[src/rtl/data_receiver_pkg.sv]
// Shared constants and state encoding for the framed serial link receiver.
package data_receiver_pkg;

    localparam int unsigned RX_WIDTH       = 64;
    localparam int unsigned RX_TIMEOUT     = 1024;
    localparam int unsigned RX_SYNC_STAGES = 2;

    typedef enum logic [1:0] {
        ST_IDLE    = 2'd0,
        ST_RECEIVE = 2'd1,
        ST_DRAIN   = 2'd2
    } rx_state_e;

endpackage

[src/rtl/data_receiver_synchronizer.sv]
// Multi-flop synchronizer for one asynchronous line input; clears to 0 on reset.
module data_receiver_synchronizer #(
    parameter int unsigned STAGES = 2
) (
    input  logic clk,
    input  logic rst,
    input  logic d,
    output logic q
);

    logic [STAGES-1:0] ff_q;

    always_ff @(posedge clk or negedge rst) begin
        if (!rst) begin
            ff_q <= '0;
        end else begin
            ff_q <= {ff_q[STAGES-2:0], d};
        end
    end

    assign q = ff_q[STAGES-1];

endmodule

[src/rtl/data_receiver.sv]
// Deserializes MSB-first frames from the serial link into WIDTH-bit words,
// flagging short, overrun and stalled frames with a frame_error strobe.
module data_receiver
    import data_receiver_pkg::*;
#(
    parameter int unsigned WIDTH       = RX_WIDTH,
    parameter int unsigned SYNC_STAGES = RX_SYNC_STAGES,
    parameter int unsigned TIMEOUT     = RX_TIMEOUT
) (
    input  logic             clk,
    input  logic             rst,
    input  logic             rx_transmission,
    input  logic             rx_clock,
    input  logic             rx_data,
    output logic [WIDTH-1:0] out_data,
    output logic             valid,
    output logic             frame_error,
    output logic             busy
);

    localparam int unsigned CNT_W  = $clog2(WIDTH + 2);
    localparam int unsigned TMO_W  = $clog2(TIMEOUT);
    localparam int unsigned WARM_W = $clog2(SYNC_STAGES + 2);

    localparam logic [CNT_W-1:0]  CNT_FULL  = CNT_W'(WIDTH);
    localparam logic [CNT_W-1:0]  CNT_OVER  = CNT_W'(WIDTH + 1);
    localparam logic [TMO_W-1:0]  TMO_LAST  = TMO_W'(TIMEOUT - 1);
    localparam logic [WARM_W-1:0] WARM_DONE = WARM_W'(SYNC_STAGES + 1);

    logic s_transmission;
    logic s_clock;
    logic s_data;

    data_receiver_synchronizer #(.STAGES(SYNC_STAGES)) u_sync_transmission (
        .clk (clk),
        .rst (rst),
        .d   (rx_transmission),
        .q   (s_transmission)
    );

    data_receiver_synchronizer #(.STAGES(SYNC_STAGES)) u_sync_clock (
        .clk (clk),
        .rst (rst),
        .d   (rx_clock),
        .q   (s_clock)
    );

    data_receiver_synchronizer #(.STAGES(SYNC_STAGES)) u_sync_data (
        .clk (clk),
        .rst (rst),
        .d   (rx_data),
        .q   (s_data)
    );

    rx_state_e         state_q, state_d;
    logic [WIDTH-1:0]  shift_q, shift_d;
    logic [CNT_W-1:0]  cnt_q, cnt_d;
    logic [TMO_W-1:0]  tmo_q, tmo_d;
    logic [WARM_W-1:0] warm_q, warm_d;
    logic              trans_dly_q;
    logic              clock_dly_q;
    logic [WIDTH-1:0]  out_data_d;
    logic              valid_d;
    logic              frame_error_d;
    logic              busy_d;

    logic trans_rise;
    logic trans_fall;
    logic clock_rise;

    assign trans_rise = s_transmission & ~trans_dly_q;
    assign trans_fall = ~s_transmission & trans_dly_q;
    assign clock_rise = s_clock & ~clock_dly_q;

    // State and registered outputs.
    always_ff @(posedge clk or negedge rst) begin
        if (!rst) begin
            state_q     <= ST_IDLE;
            shift_q     <= '0;
            cnt_q       <= '0;
            tmo_q       <= '0;
            warm_q      <= '0;
            trans_dly_q <= 1'b0;
            clock_dly_q <= 1'b0;
            out_data    <= '0;
            valid       <= 1'b0;
            frame_error <= 1'b0;
            busy        <= 1'b0;
        end else begin
            state_q     <= state_d;
            shift_q     <= shift_d;
            cnt_q       <= cnt_d;
            tmo_q       <= tmo_d;
            warm_q      <= warm_d;
            trans_dly_q <= s_transmission;
            clock_dly_q <= s_clock;
            out_data    <= out_data_d;
            valid       <= valid_d;
            frame_error <= frame_error_d;
            busy        <= busy_d;
        end
    end

    // Next-state and output decode.
    always_comb begin
        state_d       = state_q;
        shift_d       = shift_q;
        cnt_d         = cnt_q;
        tmo_d         = tmo_q;
        out_data_d    = out_data;
        valid_d       = 1'b0;
        frame_error_d = 1'b0;
        warm_d        = (warm_q == WARM_DONE) ? warm_q : warm_q + WARM_W'(1);

        unique case (state_q)
            ST_IDLE: begin
                // Until the synchronizers have flushed after reset, a high line
                // means we joined mid-frame and must wait it out.
                if (warm_q != WARM_DONE) begin
                    if (s_transmission) begin
                        state_d = ST_DRAIN;
                    end
                end else if (trans_rise) begin
                    shift_d = '0;
                    cnt_d   = '0;
                    tmo_d   = '0;
                    state_d = ST_RECEIVE;
                end
            end
            ST_RECEIVE: begin
                if (clock_rise) begin
                    shift_d = {shift_q[WIDTH-2:0], s_data};
                    cnt_d   = (cnt_q == CNT_OVER) ? cnt_q : cnt_q + CNT_W'(1);
                    tmo_d   = '0;
                end
                // A bit arriving with the frame close counts toward the check.
                if (trans_fall) begin
                    if (cnt_d == CNT_FULL) begin
                        out_data_d = shift_d;
                        valid_d    = 1'b1;
                    end else begin
                        frame_error_d = 1'b1;
                    end
                    state_d = ST_IDLE;
                end else if (!clock_rise) begin
                    if (tmo_q == TMO_LAST) begin
                        frame_error_d = 1'b1;
                        state_d       = ST_DRAIN;
                    end else begin
                        tmo_d = tmo_q + TMO_W'(1);
                    end
                end
            end
            ST_DRAIN: begin
                if (!s_transmission) begin
                    state_d = ST_IDLE;
                end
            end
            default: state_d = ST_IDLE;
        endcase

        busy_d = (state_d != ST_IDLE);
    end

endmodule

[config.mk]
export PLATFORM = sky130hd
export DESIGN_NAME = data_receiver
export DESIGN_NICKNAME = d
export VERILOG_FILES = /design/src/rtl/data_receiver_pkg.sv /design/src/rtl/data_receiver_synchronizer.sv /design/src/rtl/data_receiver.sv
export SDC_FILE = /design/constraint.sdc
export NUM_CORES = 1
export LEC_CHECK = 0
export CORE_MARGIN = 2
export CORE_UTILIZATION = 50
export CTS_CLUSTER_SIZE = 25
export DETAILED_ROUTE_END_ITERATION = 12
export GPL_TIMING_DRIVEN = 0
export PLACE_DENSITY = 0.82
export SETUP_SLACK_MARGIN = 0.1
export SKIP_CTS_REPAIR_TIMING = 1
export SYNTH_ARGS = -nofsm -noshare
export SYNTH_HDL_FRONTEND = slang
export SYNTH_SLANG_ARGS = --single-unit
[constraint.sdc]
create_clock -name clk -period 4.6 [get_ports clk]
set_clock_uncertainty 0.15 [all_clocks]
set_input_delay 0.69 -clock clk [delete_from_list [all_inputs] [get_ports clk]]
set_output_delay 0.69 -clock clk [all_outputs]
set_load 0.005 [all_outputs]
==> Word level (Yosys, flattened, before mapping) <==
Index checks and enable logic that the tools add are counted.
{ "word_totals": {"register_bits": 160, "in_bits": 5, "out_inout_bits": 67, "elab_cells": 70} }
{ "classes": {"addsub": 3, "n_eq_ne": 9, "n_mux": 33, "bitwise": 6, "n_reduce_logical": 5} }
{ "op_table": {"columns": ["op", "n"], "rows": [
  ["two-way mux 64 bit", 3],
  ["case mux 64 bit (2 select lines)", 1],
  ["two-way mux 10 bit", 6],
  ["two-way mux 7 bit", 5],
  ["case mux 10 bit (2 select lines)", 1],
  ["== test 7 bit, second input constant", 2],
  ["two-way mux 2 bit", 7],
  ["case mux 7 bit (2 select lines)", 1],
  ["adder 10 x 1 -> 10 bit, second input constant", 1],
  ["== test 10 bit, second input constant", 1],
  ["two-way mux 1 bit", 8],
  ["adder 7 x 1 -> 7 bit, second input constant", 1],
  ["!= test 2 bit, second input constant", 3],
  ["case mux 2 bit (3 select lines)", 1],
  ["AND reduction 3 bit", 2],
  ["== test 2 bit, second input constant", 2],
  ["nonzero test 2 bit", 2],
  ["AND 1 bit", 3],
  ["inverter 1 bit", 3],
  ["adder 2 x 1 -> 2 bit, second input constant", 1],
  ["== test 2 x 1 -> 1 bit, second input constant", 1],
  ["logical NOT 2 bit", 1]
]} }

==> Logic depth before layout (Yosys ltp) <==
{ "logic_depth": {"word_depth": 8, "depth_mapped": 10, "depth_no_buf": 8} }

==> Cells and area by module <==
From an unflattened synthesis, not the netlist that was laid out.
{ "hier_totals": {"hier_cells": 648, "hier_area_um2": 7025.5} }
{ "by_module_without_submodules": {"columns": ["mod", "n_inst", "cells_per_inst", "area_each_um2", "seq_area_each_um2"], "rows": [
  ["data_receiver", 1, 642, 6875.3, 3853.7],
  ["data_receiver_synchronizer", 3, 2, 50.0, 50.0]
]} }

==> Worst setup path before layout <==
OpenSTA, ideal clock, no wires.
{ "synth_path": {"kind": "flip-flop to flip-flop", "startpoint": "register cnt_q[0]", "endpoint": "register out_data[15]", "setup_time_ns": 0.125, "arrival_time_ns": 2.103, "t_required_ns": 4.325, "slack_ns": 2.222, "stages_incl_launch_ff": 10, "path_buffers": 2, "period_less_slack_ns": 2.378, "path_cell_list": "dfrtp_1 ha_1 and3_1 a21oi_1 and4b_1 o32ai_2 nor3_2 buf_6 buf_6 mux2_4"} }
{ "synth_via": {"elab_chain_cells": 6, "word_cells_on_any_way": 7, "classes_between": "add/sub (1); eq/ne (2); mux (3); reduce/logical (1)"} }
{ "synth_rtl": {"columns": ["item", "line_no", "rtl"], "rows": [
  ["start: declaration", "data_receiver.sv:57", "logic [CNT_W-1:0] cnt_q, cnt_d;"],
  ["start signal: assignment", "data_receiver.sv:92", "cnt_q <= cnt_d;"],
  ["adder 7 x 1 -> 7 bit / == test 7 bit (equally long branches)", "data_receiver.sv:133", "cnt_d = (cnt_q == CNT_OVER) ? cnt_q : cnt_q + CNT_W'(1);"],
  ["two-way mux 7 bit", "data_receiver.sv:133", null],
  ["two-way mux 7 bit (*)", "data_receiver.sv:131", "if (clock_rise) begin"],
  ["two-way mux 7 bit (*)", "data_receiver.sv:115", "unique case (state_q)"],
  ["== test 7 bit (*)", "data_receiver.sv:138", "if (cnt_d == CNT_FULL) begin"],
  ["AND reduction 3 bit (no line) (*)", null, null],
  ["end signal: assignment", "data_receiver.sv:97", "out_data <= out_data_d;"],
  ["end: declaration", "data_receiver.sv:15", "output logic [WIDTH-1:0] out_data,"]
]} }
Mark *: on every way between the ends. The rest lies on a longest branch, timed or not. The select of a mux whose other input is x is not followed.
A chain may end at the register's enable or synchronous reset.

==> Worst setup path after layout <==
{ "layout_path": {"startpoint": "register cnt_q[0]", "endpoint": "register out_data[60]"} }
The elaborated chain is that of the path after synthesis.

==> results.md <==
* R2R Path Start: cnt_q[0]
* Antenna violations before repair at 0
* Sequential-to-total area share from yosys stat at 55.6%
* Buffer depth of the longest clock path at 2
* Worst rel slew slack at 44.6%
* GRT Util Overall at 21.0%
* Reg2Reg Setup Slack at 1.84 ns
* Chip width at 124 um
* Vias per cell at approximately 5.5
* HPWL after DPL at 9730 um
* Number of hold-slack violations in the final timing report at 0
* Leftover overflow at the end of global routing at 0
* Std-Cell Rows at 43
* Root buffer cell: clkbuf_16
* DIE AREA at between 0.015 and 0.02 mm2
* Remaining design rule violation count at 0
* DRC violation total after the first TritonRoute iteration at 411
* Critical path launch point type: flop
* Core region area at between 0.01 and 0.015 mm2
* Maximum number of pins on one net before global-route repair at 94
* Number of diodes at 0
* Average footprint of a synthesized cell at 11.0 um2
* Detail Route Antenna Nets at 0
* Number of distinct library cells after synthesis at 39
* Unrepaired setup endpoints after global routing: false
* Worst Hold Class: input pin to async pin
* Final setup viols at 0
* Number of global-route vias before repair at approximately 5200
* Area share of the largest cell type after synthesis at 55.6%
* Leading cell type in the layout, fill and taps excluded: nand2_1
* Fmax achieved at ~360 MHz
* Placement-stage cell area at 0.00816 mm2
* CTS H-tree lvls at 4
* Crit Path Max Fanout at 10
* Global-route wire length before repair at 25200 um
* Share of post-route cells with drive strength above 1 at about 14%
* Cell depth of the worst flop-to-flop path at 9
* Commonest non-fill, non-tap cells in the layout: nand2_1, dfrtp_1, clkdlybuf4s50_1, a22o_1, mux2_4
* Synth Cell Area at 0.00720 mm2
* Initial Utilization at 51.4%
* Main combinational cell family by area after synthesis: simple AND/OR/NAND/NOR gates
* Post-layout util at 62.2%
* Height of the die at 124 um
* Yosys warning count at 0
* Worst reg2reg path endpoint: out_data[60]
* Flops & latches, synth at 160
* Cell taking the most area after synthesis: dfrtp_1
* Mapped Nets at 664
* Primary FF master, synth: dfrtp_1
* Growth of design area from synthesis to finish at 20.8%
* Data arrival, critical path at 2.92 ns
* Ys async rst share at 100%
* Outcome: finished, final reports clean
* Top area cells in the synthesized netlist: dfrtp_1, nand2_1, mux2_4
* Critical path required time at 4.76 ns
* Top-level I/O count at 72
* Adder and majority gate portion of the synthesized area at 0.696%
* Type of the worst setup path: flop to flop
* First drt pass iteration count at 8
* Total detailed-routing wirelength at 14700 um
* Worst-skew pair later-pin latency at 0.43 ns
* Max-cap violations at 0
* TritonCTS clock tree: yes
* Routability congestion estimate at around 0.81
* Post-route cell area at 0.00870 mm2
* Mux share of post-synthesis cell area at 12.7%
* Total clock buffers created by CTS at 17
* Final Net Count at ~760
* Simple-gate portion of the synthesized area at 15.1%
* Compound-gate portion of the synthesized area at 12.3%
* Cell area power density at 342 mW/mm2
* Final Critical Period at 2.76 ns
* Number of clock sinks at 160
* Number of enable-type register cells in the synthesized netlist at 0
* Crit. End Element: flop
* Overall via count from detail_route at 5189
* Final period util at 60.0%
* Transition time at the pin with the least slew margin at 0.830 ns
* Reg clk slew, reported paths at about 0.060 ns
* Peak VDD IR at 0.239 mV
* Static Leakage at approximately 4.2 nW
* Count of pins over their slew limit at 0
* Gate count after technology mapping at 655
* Wire length per cell at 15.8 um
* Count of input and output buffers at 71
* Xor-xnor portion of the synthesized cell area at less than 1%
## cell families after synthesis
| logic type | after synthesis |
|---|---|
| muxes | 65 |
| DFF | 160 |
| AOI/OAI and AO/OA | 117 |
| buffers and inverters | 46 |
| and+or+nand+nor | 260 |
| adders and majority gates | 4 |
| xor gates and xnor gates | 3 |
## worst max-delay path, cell delays in order, from the launching register on
cell and delay (ns):
dfrtp_1 0.46, ha_1 0.31, and3_1 0.24, a21oi_1 0.17, and4b_1 0.25, o32ai_2 0.12, nor3_2 0.20, buf_6 0.22
buf_6 0.20, mux2_4 0.32
## power breakdown
| part | internal (mW) | switching (mW) | total, mW |
|---|---|---|---|
| registers | 1.43 | 0.0215 | 1.45 |
| clock network | 0.772 | 0.529 | 1.30 |
| logic | 0.0577 | 0.165 | 0.223 |
## synth_stat cells, types with 3 or more instances
cell      number
nor3_1         3
clkbuf_1      27
mux2_4        49
nand2_1      211
and4_1         3
nand4_1        6
buf_6          7
ha_1           4
o31ai_1        3
nand3_1        9
inv_1          4
nor2_1        12
nand2b_1       5
a21oi_1       11
o21ai_0       25
nor2b_1        5
dfrtp_1      160
buf_1          6
mux2_2        16
a31oi_1        5
a22o_1        64
## stage by stage
stage / hold slack (ns) / cells / worst slack, ns / power (mW) / setup TNS (ns)
CTS: 0.209 / 935 / 1.87 / 2.99 / 0
finish: 0.199 / 935 / 1.84 / 2.97 / 0
global route: 0.211 / 935 / 1.75 / 3.09 / 0
detailed placement: 0.188 / 907 / 1.91 / 1.70 / 0
floorplan: 0.181 / 655 / 2.22 / 1.61 / 0
global placement: 0.183 / 906 / -3.31 / 1.68 / -527.53
## worst max-delay path by stage
| stage | start | end | slack [ns] | cells past startpoint |
|---|---|---|---|---|
| 2_1_floorplan | cnt_q[0] | out_data[15] | 2.22 | 9 |
| 3_3_place_gp | rst | out_data[14] | -3.31 | 1 |
| 3_5_place_dp | cnt_q[0] | out_data[60] | 1.91 | 9 |
| 4_1_cts | cnt_q[0] | out_data[60] | 1.87 | 9 |
| 5_1_grt | cnt_q[0] | out_data[60] | 1.75 | 9 |
| 6_report | cnt_q[0] | out_data[60] | 1.84 | 9 |
## layer usage
metal  global-route usage [%]  wire, um  vias up
met5                        0         0        -
met4                     8.57       311        0
met3                     5.17       675       25
met2                     32.9      7010      153
met1                     28.1      6750     2562
li1                         -         -     2449
## area by class of cell
cell class | count | area [um2]
Fill cell | 1077 | 5290
Inverter | 4 | 15.0
Timing Repair Buffer | 72 | 739
Clock buffer | 22 | 474
Multi-Input combinational cell | 449 | 2960
Buffer | 42 | 213
Tap cell | 180 | 225
Sequential cell | 160 | 4000
Clock inverter | 6 | 61.3
## sequential cells by signal (all words and copies together), names as in the netlist, 2 cells and up
signal / cells
u_sync_transmission.ff_q: 2
cnt_q: 7
u_sync_clock.ff_q: 2
out_data: 64
tmo_q: 10
shift_q: 64
state_q: 2
warm_q: 2
u_sync_data.ff_q: 2
Note: power is estimated with default switching activity, not from simulation.
